--- src/rtl/uart_tx_arbiter.sv ---
// uart_tx_arbiter: round-robin scheduler sharing one UART transmitter between byte sources,
// with per-requester message lock and a programmable tx_done watchdog.
module uart_tx_arbiter #(
    parameter int NUM_REQ       = 4,
    parameter int REQ_IDX_WIDTH = 2,
    parameter int TIMEOUT_WIDTH = 24
) (
    input  logic                     clk,
    input  logic                     reset_n,
    input  logic                     enable,
    input  logic [TIMEOUT_WIDTH-1:0] timeout_cycles,
    input  logic [NUM_REQ-1:0]       req,
    input  logic [NUM_REQ-1:0]       req_last,
    input  logic [NUM_REQ*8-1:0]     req_data,
    output logic [NUM_REQ-1:0]       ack,
    output logic                     tx_te,
    output logic [7:0]               tx_dr,
    input  logic                     tx_done,
    output logic                     busy,
    output logic [REQ_IDX_WIDTH-1:0] grant_idx,
    output logic                     timeout_err,
    output logic [7:0]               timeout_count
);
    typedef enum logic [1:0] {IDLE, ISSUE, WAIT_DONE} state_t;
    state_t state;
    logic lock, last_flag, rr_found, lock_hit, grant;
    logic [REQ_IDX_WIDTH-1:0] lock_idx, last_grant, rr_idx, pick, j;
    logic [7:0] pick_data;
    logic [TIMEOUT_WIDTH-1:0] wd_cnt, wd_nxt;
    // Scan downward so the candidate closest after last_grant is assigned last and wins.
    always_comb begin
        rr_found = 1'b0;
        rr_idx = '0;
        j = '0;
        for (int k = NUM_REQ; k >= 1; k--) begin
            j = REQ_IDX_WIDTH'((int'(last_grant) + k) % NUM_REQ);
            if (req[j]) begin
                rr_found = 1'b1;
                rr_idx = j;
            end
        end
        lock_hit = lock && req[lock_idx];
        pick = lock_hit ? lock_idx : rr_idx;
        grant = enable && (lock_hit || rr_found);
        pick_data = '0;
        for (int i = 0; i < NUM_REQ; i++)
            pick_data = (pick == REQ_IDX_WIDTH'(i)) ? req_data[8*i +: 8] : pick_data;
        wd_nxt = wd_cnt + TIMEOUT_WIDTH'(1);
    end
    always_ff @(posedge clk or negedge reset_n) begin
        if (!reset_n) begin
            state <= IDLE;
            lock <= 1'b0;
            lock_idx <= '0;
            last_grant <= REQ_IDX_WIDTH'(NUM_REQ - 1);
            last_flag <= 1'b0;
            wd_cnt <= '0;
            ack <= '0;
            tx_te <= 1'b0;
            tx_dr <= '0;
            busy <= 1'b0;
            grant_idx <= '0;
            timeout_err <= 1'b0;
            timeout_count <= '0;
        end else begin
            tx_te <= 1'b0;
            ack <= '0;
            timeout_err <= 1'b0;
            case (state)
                IDLE: if (enable) begin
                    if (lock && !req[lock_idx]) lock <= 1'b0;
                    if (grant) begin
                        tx_dr <= pick_data;
                        tx_te <= 1'b1;
                        ack <= NUM_REQ'(1) << pick;
                        last_grant <= pick;
                        grant_idx <= pick;
                        last_flag <= req_last[pick];
                        busy <= 1'b1;
                        state <= ISSUE;
                    end
                end
                ISSUE: begin
                    wd_cnt <= '0;
                    state <= WAIT_DONE;
                end
                WAIT_DONE: begin
                    wd_cnt <= wd_nxt;
                    if (tx_done) begin
                        lock <= !last_flag;
                        lock_idx <= grant_idx;
                        busy <= 1'b0;
                        state <= IDLE;
                    end else if (timeout_cycles != '0 && wd_nxt >= timeout_cycles) begin
                        timeout_err <= 1'b1;
                        timeout_count <= (timeout_count == 8'hFF) ? timeout_count : timeout_count + 8'd1;
                        lock <= 1'b0;
                        busy <= 1'b0;
                        state <= IDLE;
                    end
                end
                default: state <= IDLE;
            endcase
        end
    end
endmodule

--- config.mk ---
export PLATFORM = sky130hd
export DESIGN_NAME = uart_tx_arbiter
export DESIGN_NICKNAME = d
export VERILOG_FILES = /design/src/rtl/uart_tx_arbiter.sv
export SDC_FILE = /design/constraint.sdc
export NUM_CORES = 1
export LEC_CHECK = 0
export CORE_MARGIN = 2
export CORE_UTILIZATION = 30
export DETAILED_ROUTE_END_ITERATION = 7
export DONT_BUFFER_PORTS = 1
export PLACE_DENSITY_LB_ADDON = 0.15
export SETUP_SLACK_MARGIN = 0.2
export SYNTH_ARGS = -nofsm -noshare
export SYNTH_HDL_FRONTEND = slang
export SYNTH_SLANG_ARGS = --single-unit
--- constraint.sdc ---
create_clock -name clk -period 8.1 [get_ports clk]
set_input_delay 0.405 -clock clk [delete_from_list [all_inputs] [get_ports clk]]
set_output_delay 0.405 -clock clk [all_outputs]
set_load 0.1 [all_outputs]
# Word-level counts from Yosys, hierarchy flattened
# Index checks and enable logic that the tools add are counted.
dict set report op_classes {
  addsub 6
  n_lt_le_gt_ge 7
  eq_ne 10
  n_shift 1
  n_mux 49
  n_bitwise 2
  n_reduce_logical 18
}
# operator count
set op_table {}
lappend op_table {{$pmux W24 S2} 1}
lappend op_table {{$mux W8} 4}
lappend op_table {{$add A24 B1 Y24 const B} 1}
lappend op_table {{$ge A24 B24 Y1} 1}
lappend op_table {{$reduce_bool A24 Y1} 1}
lappend op_table {{$mux W1} 23}
lappend op_table {{$lt A2 B3 Y1 const B} 6}
lappend op_table {{$mux W2} 9}
lappend op_table {{$bmux W1 S2} 6}
lappend op_table {{$mux W4} 3}
lappend op_table {{$reduce_and A4 Y1} 3}
lappend op_table {{$add A8 B1 Y8 const B} 1}
lappend op_table {{$eq A8 B8 Y1 const B} 1}
lappend op_table {{$eq A2 B2 Y1 const B} 3}
lappend op_table {{$ne A2 B2 Y1 const B} 3}
lappend op_table {{$pmux W2 S3} 1}
lappend op_table {{$reduce_and A3 Y1} 2}
lappend op_table {{$add A2 B1 Y2 const B} 2}
lappend op_table {{$add A2 B2 Y2 const B} 2}
lappend op_table {{$eq A2 B1 Y1 const B} 2}
lappend op_table {{$logic_and A1 B1 Y1} 4}
lappend op_table {{$logic_not A2 Y1} 2}
lappend op_table {{$pmux W1 S2} 2}
lappend op_table {{$reduce_bool A2 Y1} 2}
lappend op_table {{6 further kinds} 8}
dict set report word_totals {
  regBits 57
  input_bits 68
  output_inout_bits 25
  elab_cells 106
}

# Depth between registers and ports, before layout
# Gate-level depths: netlist of the first run.
dict set report logic_depth {
  word_depth 13
  ltp_mapped 14
  depth_no_buf 13
}

# Worst setup path after synthesis of the first run
# OpenSTA, ideal clock, no wires.
dict set report synth_path {
  path_kind {reg2reg}
  startpoint {reg wd_cnt[2]}
  endpoint {reg busy}
  arrival_ns 3.234
  slack_ns 4.737
  path_stages_with_launch 14
  path_buffers 0
  synth_period_minus_slack_ns 3.363
  path_cell_list {dfrtp_1 > and3_1 > and4_1 > nand4_1 > nor3_1 > xnor2_1 > ha_1 > a211oi_1 > nor2_1 > or3_1 > a211oi_2 > o211ai_1 > nand2_1 > mux2_1}
}
dict set report synth_between {
  elab_chain_cells 5
}
# item line
set synth_lines {}
lappend synth_lines {{from (decl)} 29} ;# logic [TIMEOUT_WIDTH-1:0] wd_cnt, wd_nxt;
lappend synth_lines {{from (signal assigned)} 88} ;# wd_cnt <= wd_nxt;
lappend synth_lines {{$add A24 B1 Y24} 48} ;# wd_nxt = wd_cnt + TIMEOUT_WIDTH'(1);
lappend synth_lines {{$ge A24 B24 Y1} 94} ;# end else if (timeout_cycles != '0 && wd_nxt >= timeout_cycles) begin
lappend synth_lines {{$logic_and A1 B1 Y1} 94}
lappend synth_lines {{$ne A3 B3 Y1 (no source line)} -}
lappend synth_lines {{$reduce_and A4 Y1 (no source line)} -}
lappend synth_lines {{to (signal assigned)} 79} ;# busy <= 1'b1;
lappend synth_lines {{to (signal assigned)} 92} ;# busy <= 1'b0;
lappend synth_lines {{to (signal assigned)} 98} ;# busy <= 1'b0;
lappend synth_lines {{to (decl)} 19} ;# output logic busy,
# Every way passes these cells.
# A chain may end at the register's enable or synchronous reset.

# Worst setup path in the final report of the first run
# Same ends and word-level chain as after synthesis.

==> out/metrics.yaml, run 1 <==
pwr:
  ir_drop_v: 0.0001767
  p_leak_nw: 2.208
  power_density_nw_per_um2: 309.0
route:
  drt_wl_total_um: 9634
  via_count: 3104
  drc: 0
  viasPerCell: 4.904
  drtIter0Drc: 84
  wl_per_cell_um: 15.22
  firstDrtPassIters: 4
  drtAntennaViolNets: 0
layout:
  antenna_cells: 0
  fin_nets: 549
  n_fill_cell: 1417
  fin_cells: 633
  drive_gt1_frac: 0.09847
  fin_util: 0.3483
  area_growth_syn_to_layout_pct: 12.40
clocking:
  cts-root-buf: "clkbuf_16"
  cts.sinks: 57
  cts_resized: 0
  ctsHoldBuffers: 2
  numCtsBuffers: 9
  htree_levels: 3
  cts_tree: "yes"
  clkSlewWorstSetupHoldPaths_ps: 50
  clockBufferDepth: 2
  clk_latency_ps: 340
  postCtsSetupRepairBufs: 0
min_path:
  min_from: "tx_done"
  min_path_type: "primary input to register"
sta:
  skew_ps: 7.969
  hold_violations: 0
  relSlewSlack: 0.2878
  setup_tns_ps: 0
  slew_violations: 0
  finalCritPeriodShare: 0.4844
  rsz0062_at_grt: "no"
  layout_min_cycle_time_ps: 3924
  timing.fmax_mhz: 254.8
  setup_viol: 0
  worstMarginPinSlew_ps: 1068
place:
  dpl.cell_count: 615
  dp_hpwl_um: 7300
  gp_congestion: 0.8304
  portBuffers: 0
worst_setup_path:
  cp-end-kind: "register"
  critPathKind: "register to register"
  required_ps: 8310
  cp-start-kind: "register"
  cp_max_fo: 5
  cp.arrival_ps: 4140
  worstReg2RegStart: "wd_cnt[2]"
  setup.worst_path.start: "wd_cnt[2]"
synth:
  avgSynthCellArea_um2: 9.151
  synth-edff-count: 0
  synth.yosys.seq_area_share: 0.3454
  synth_cells: 452
  ys_async_sr_fraction: 1.000
  ys_types: 53
  syn_area_um2: 4136
  synth_seq_cells: 57
  synth_ff_type: "dfrtp_1"
  syn_nets: 549
  yosys_warnings: 0
grt:
  grt_util_all_layers: 0.1389
  grt_pass1_vias: 3083
  grt_max_degree: 58
  grt_overflow: 0
  grt_pass1_wl_um: 15670
  antenna_found_initial: 0
floorplan:
  io_pins: 93
  initial_core_util: 0.3099
  die_w_um: 121.4
  die_y_um: 121.4
  dieArea_um2: 14740
  coreArea_um2: 13350
  row_count: 42
flow_run:
  cap_violations: 0
run_status:
  outcome: "finished clean"
logic make-up (layout without fill, tap and decap cells):
| group | count (synthesis) | count (layout) | share of synthesized area |
|---|---|---|---|
| AOI/OAI and AO/OA | 82 | 82 | 0.1273 |
| xor gates and xnor gates | 29 | 29 | 0.06141 |
| adders and majority gates | 29 | 29 | 0.08772 |
| buffers and inverters | 74 | 79 | 0.07108 |
| DFF | 57 | 57 | 0.3454 |
| muxes | 46 | 46 | 0.1246 |
| and+or+nand+nor | 135 | 135 | 0.1824 |
where the power goes:
part / switching [mW] / leakage [nW] / internal [mW] / total, mW
clock network: 0.135 / 0.146 / 0.269 / 0.404
registers: 0.283 / 0.757 / 0.337 / 0.620
logic: 0.225 / 1.31 / 0.188 / 0.413
total: 0.643 / 2.21 / 0.794 / 1.44
sequential cells by signal, indices dropped and copies added, names as in the netlist:
name           cells
lock               1
ack                4
tx_te              1
last_flag          1
tx_dr              8
grant_idx          2
timeout_err        1
lock_idx           2
state              2
busy               1
last_grant         2
timeout_count      8
wd_cnt            24
final timing paths:
check / slack (ps) / endpoint / cells past startpoint
worst max-delay path: 4180 / busy / 13
worst min-delay path: 300 / lock / 3
worst max register to register: 4180 / busy / 13
worst min register to register: 520 / last_flag / 2
max in group asynchronous: 7160 / last_grant[0] / 2
min in group asynchronous: 630 / wd_cnt[11] / 2
placed cells by master (no fill, tap or decap), types with 3 or more instances in the layout:
master,n
a21o_1,5
nor2_1,14
o21ai_0,20
and3_1,10
mux2_4,9
clkbuf_16,9
ha_1,29
nand2b_1,3
nand3_1,17
nor4_1,6
nor3_1,8
o22ai_1,12
mux2_1,4
a21oi_1,14
o21a_1,7
dfrtp_1,55
nand2_1,42
mux2i_1,29
inv_1,58
nor2b_1,3
nor3b_1,6
o21ai_1,10
mux2_2,4
and4_1,3
xnor2_1,27
nand4_1,11
layout make-up:
class	instances	area (µm²)	share of cell area
sequential	57	1429	0.3073
inverter	59	221.5	0.04763
clock inverter	5	80.08	0.01722
clock buffer	11	232.7	0.05005
multi-input combinational	321	2414	0.5191
timing repair buffer	4	52.55	0.01130
tap	176	220.2	0.04736
metal layers:
metal | routed length [µm] | up-vias | part of all wire | global-route usage
li1 | - | 1570 | - | -
met1 | 4632 | 1439 | 0.48 | 0.1846
met2 | 4290 | 84 | 0.45 | 0.2114
met3 | 585 | 11 | 0.061 | 0.04887
met4 | 126 | 0 | 0.013 | 0.04310
met5 | 0 | - | 0 | 0
metrics by stage:
stage          setup WS, ps  total power [mW]  cell area (µm²)  hold slack (ps)
2_1_floorplan          4737            0.9608             4136            109.4
3_3_place_gp           4200             1.032             4299            111.0
3_5_place_dp           4172             1.037             4299            111.5
4_1_cts                4146             1.457             4649            290.0
5_1_grt                3850             1.526             4649            292.5
6_report               4176             1.437             4649            299.2
worst max-delay path: stages (launching register included):
cell and delay [ps]:
dfrtp_1 410, and3_1 220, and4_1 320, nand4_1 230, nor3_1 380, xnor2_1 170, ha_1 260, a211oi_1 210
nor2_1 80, or3_1 370, a211oi_2 430, o211ai_1 220, nand2_1 170, mux2_1 330
cells in the mapped netlist (2+ instances only):
library cell | count | share of area
a211oi_1 | 2 | 0.0036
a21o_1 | 5 | 0.0091
a21oi_1 | 14 | 0.017
and3_1 | 10 | 0.015
and4_1 | 3 | 0.0064
buf_2 | 4 | 0.0048
clkbuf_1 | 9 | 0.0082
dfrtp_1 | 55 | 0.33
dfstp_2 | 2 | 0.013
ha_1 | 29 | 0.088
inv_1 | 58 | 0.053
mux2_1 | 4 | 0.011
mux2_2 | 4 | 0.011
mux2_4 | 9 | 0.033
mux2i_1 | 29 | 0.070
nand2_1 | 42 | 0.038
nand2b_1 | 3 | 0.0045
nand2b_4 | 2 | 0.0067
nand3_1 | 17 | 0.021
nand4_1 | 11 | 0.017
nor2_1 | 14 | 0.013
nor2b_1 | 3 | 0.0045
nor3_1 | 8 | 0.0097
nor3b_1 | 6 | 0.011
nor4_1 | 6 | 0.0091
o211ai_1 | 2 | 0.0036
o21a_1 | 7 | 0.013
o21ai_0 | 20 | 0.024
o21ai_1 | 10 | 0.012
o221ai_1 | 2 | 0.0042
o22ai_1 | 12 | 0.018
or3_1 | 2 | 0.0030
xnor2_1 | 27 | 0.057
xor2_1 | 2 | 0.0042
Power figures use the tool's default switching activity.
==> run 2: changes to the inputs <==
==> constraint.sdc (replaced) <==
create_clock -name clk -period 3.27 [get_ports clk]
set_input_delay 0.1635 -clock clk [delete_from_list [all_inputs] [get_ports clk]]
set_output_delay 0.1635 -clock clk [all_outputs]
set_load 0.1 [all_outputs]
==> out/metrics.yaml, run 2 (synthesis gave the netlist of run 1 again) <==
grt:
  grt_overflow: 0
  grt_pass1_wl_um: 16890
  grt_max_degree: 58
  antenna_found_initial: 0
  grt_util_all_layers: 0.1488
  grt_pass1_vias: 3417
place:
  dp_hpwl_um: 7652
  portBuffers: 0
  dpl.cell_count: 670
  gp_congestion: 0.8281
worst_setup_path:
  required_ps: 3480
  cp_slowest_stage_delay_ps: 390
  cp.arrival_ps: 3650
  worst_path_most_repeated_cell: "nand4_1"
  slowest_stage: "or3_1"
  crit_family: "simple AND/OR/NAND/NOR gates"
  crit_chain: "and3_4 > and4_4 > nand4_1 > nor3_2 > xnor2_1 > ha_1 > nand4_1 > nor3_1 > or3_1 > a211oi_2 > clkbuf_16 > o211ai_1 > nand2_2 > mux2_4"
  cp-start-kind: "register"
  cp-end-kind: "register"
  cp_max_fo: 3
  critPathKind: "register to register"
  cp.buffers_inverters: 1
route:
  firstDrtPassIters: 4
  wl_per_cell_um: 14.96
  drtIter0Drc: 143
  drtAntennaViolNets: 0
  via_count: 3417
  drt_wl_total_um: 10520
  viasPerCell: 4.861
  drc: 0
layout:
  layout_common_cells: "buf_4 (67), inv_1 (57), dfrtp_1 (55)"
  antenna_cells: 0
  fin_nets: 619
  fin_cells: 703
  area_growth_syn_to_layout_pct: 27.89
  regMostFlops: "wd_cnt"
  largest_reg_flops: 24
  top_regs: "wd_cnt x24, timeout_count x8, tx_dr x8"
  layout_commonest_cell: "buf_4"
  drive_gt1_frac: 0.2581
min_path:
  min_path_type: "primary input to register"
floorplan:
  dieArea_um2: 14740
  die_y_um: 121.4
  row_count: 42
  initial_core_util: 0.3099
  coreArea_um2: 13350
  io_pins: 93
  die_w_um: 121.4
sta:
  rsz0062_at_grt: "yes"
  slew_violations: 0
  layout_min_cycle_time_ps: 3438
  finalCritPeriodShare: 1.051
  setup_ws_ps: -167.7
  worstMarginPinSlew_ps: 968.2
  timing.fmax_mhz: 290.9
  skew_ps: 7.038
  relSlewSlack: 0.3546
  hold_violations: 0
  setup_viol: 11
clocking:
  htree_levels: 3
  cts-root-buf: "clkbuf_16"
  numCtsBuffers: 9
  clockBufferDepth: 2
  clk_latency_ps: 330
  clkSlewWorstSetupHoldPaths_ps: 50
  cts_tree: "yes"
  cts.sinks: 57
pwr:
  p_total_mw: 3.508
  p_leak_nw: 2.595
  ir_drop_v: 0.0004859
  power_density_nw_per_um2: 663.1
flow_run:
  cap_violations: 0
run_status:
  outcome: "finished, violations left"
  failed_checks: "negative setup slack"
==> run 2: cell count changes in the layout (fill, tap and decap cells not counted), moves of 2 or more <==
cell / previous run / this run
buf_4: 2 / 67
buf_6: 0 / 3
bufinv_16: 2 / 0
mux2_1: 4 / 1
mux2_4: 9 / 12
nand2_1: 42 / 39
nand2_2: 0 / 3
nand3_1: 17 / 15
nor2_1: 14 / 12
nor2_2: 0 / 2
nor3_1: 8 / 4
nor3_2: 1 / 3
nor3_4: 1 / 3
==> run 2: metal layers <==
metal / part of all wire / up-vias / GRT usage / wire, µm
met2: 0.48 / 79 / 0.2433 / 5011
met4: 0.017 / 0 / 0.05101 / 175
met5: 0 / - / 0 / 0
met3: 0.057 / 13 / 0.04793 / 600
li1: - / 1717 / - / -
met1: 0.45 / 1608 / 0.1845 / 4732
==> run 2: worst paths after layout <==
check                      startpoint             to  slack, ps  depth (start not counted)
min in group asynchronous     reset_n         ack[0]        430                          2
min reg2reg                 last_flag      last_flag        500                          2
max in group asynchronous     reset_n  last_grant[0]       2560                          2
min                           tx_done           lock         60                          3
max                         wd_cnt[2]       state[1]       -170                         14
max reg2reg                 wd_cnt[2]       state[1]       -170                         14
==> run 2: worst min-delay path: stages <==
cell and delay [ps]:
nor2_1 40, o211ai_1 90, nand2_1 50
==> run 2: report_power, final <==
group	internal [mW]	total, mW	switching [mW]
clock	0.509	0.851	0.341
sequential	0.835	1.54	0.703
combinational	0.535	1.12	0.584
total	1.88	3.51	1.63
==> run 2: per-stage QoR <==
step                hold WS [ps]  TNS [ps]  utilization  area [µm²]  setup WS, ps
floorplan                 -132.1         0            -        4184         46.60
global placement          -130.7     -1481       0.3580        4778        -188.7
detailed placement        -130.0     -1356       0.3580        4778        -219.4
CTS                        56.23    -495.9       0.3894        5197        -98.15
global route               55.73     -3284       0.3963        5290        -374.2
finish                     56.42    -850.9       0.3963        5290        -167.7
==> run 2: repair_timing <==
action                                 in CTS  in global routing
pin swaps                                   7                 16
setup buffers                               9                  6
hold buffers                                2                  0
gates resized for setup                    11                 10
setup endpoints to repair                  12                 13
endpoints found under the hold margin      57                  0
==> run 2: area by class of cell <==
class                   count  area [µm²]
clock inverters             5       32.53
flip-flops and latches     57        1429
repair buffers             74       619.3
well taps                 176       220.2
fillers                  1364        8058
multi-input cells         321        2535
inverters                  59       221.5
clock buffers              11       232.7
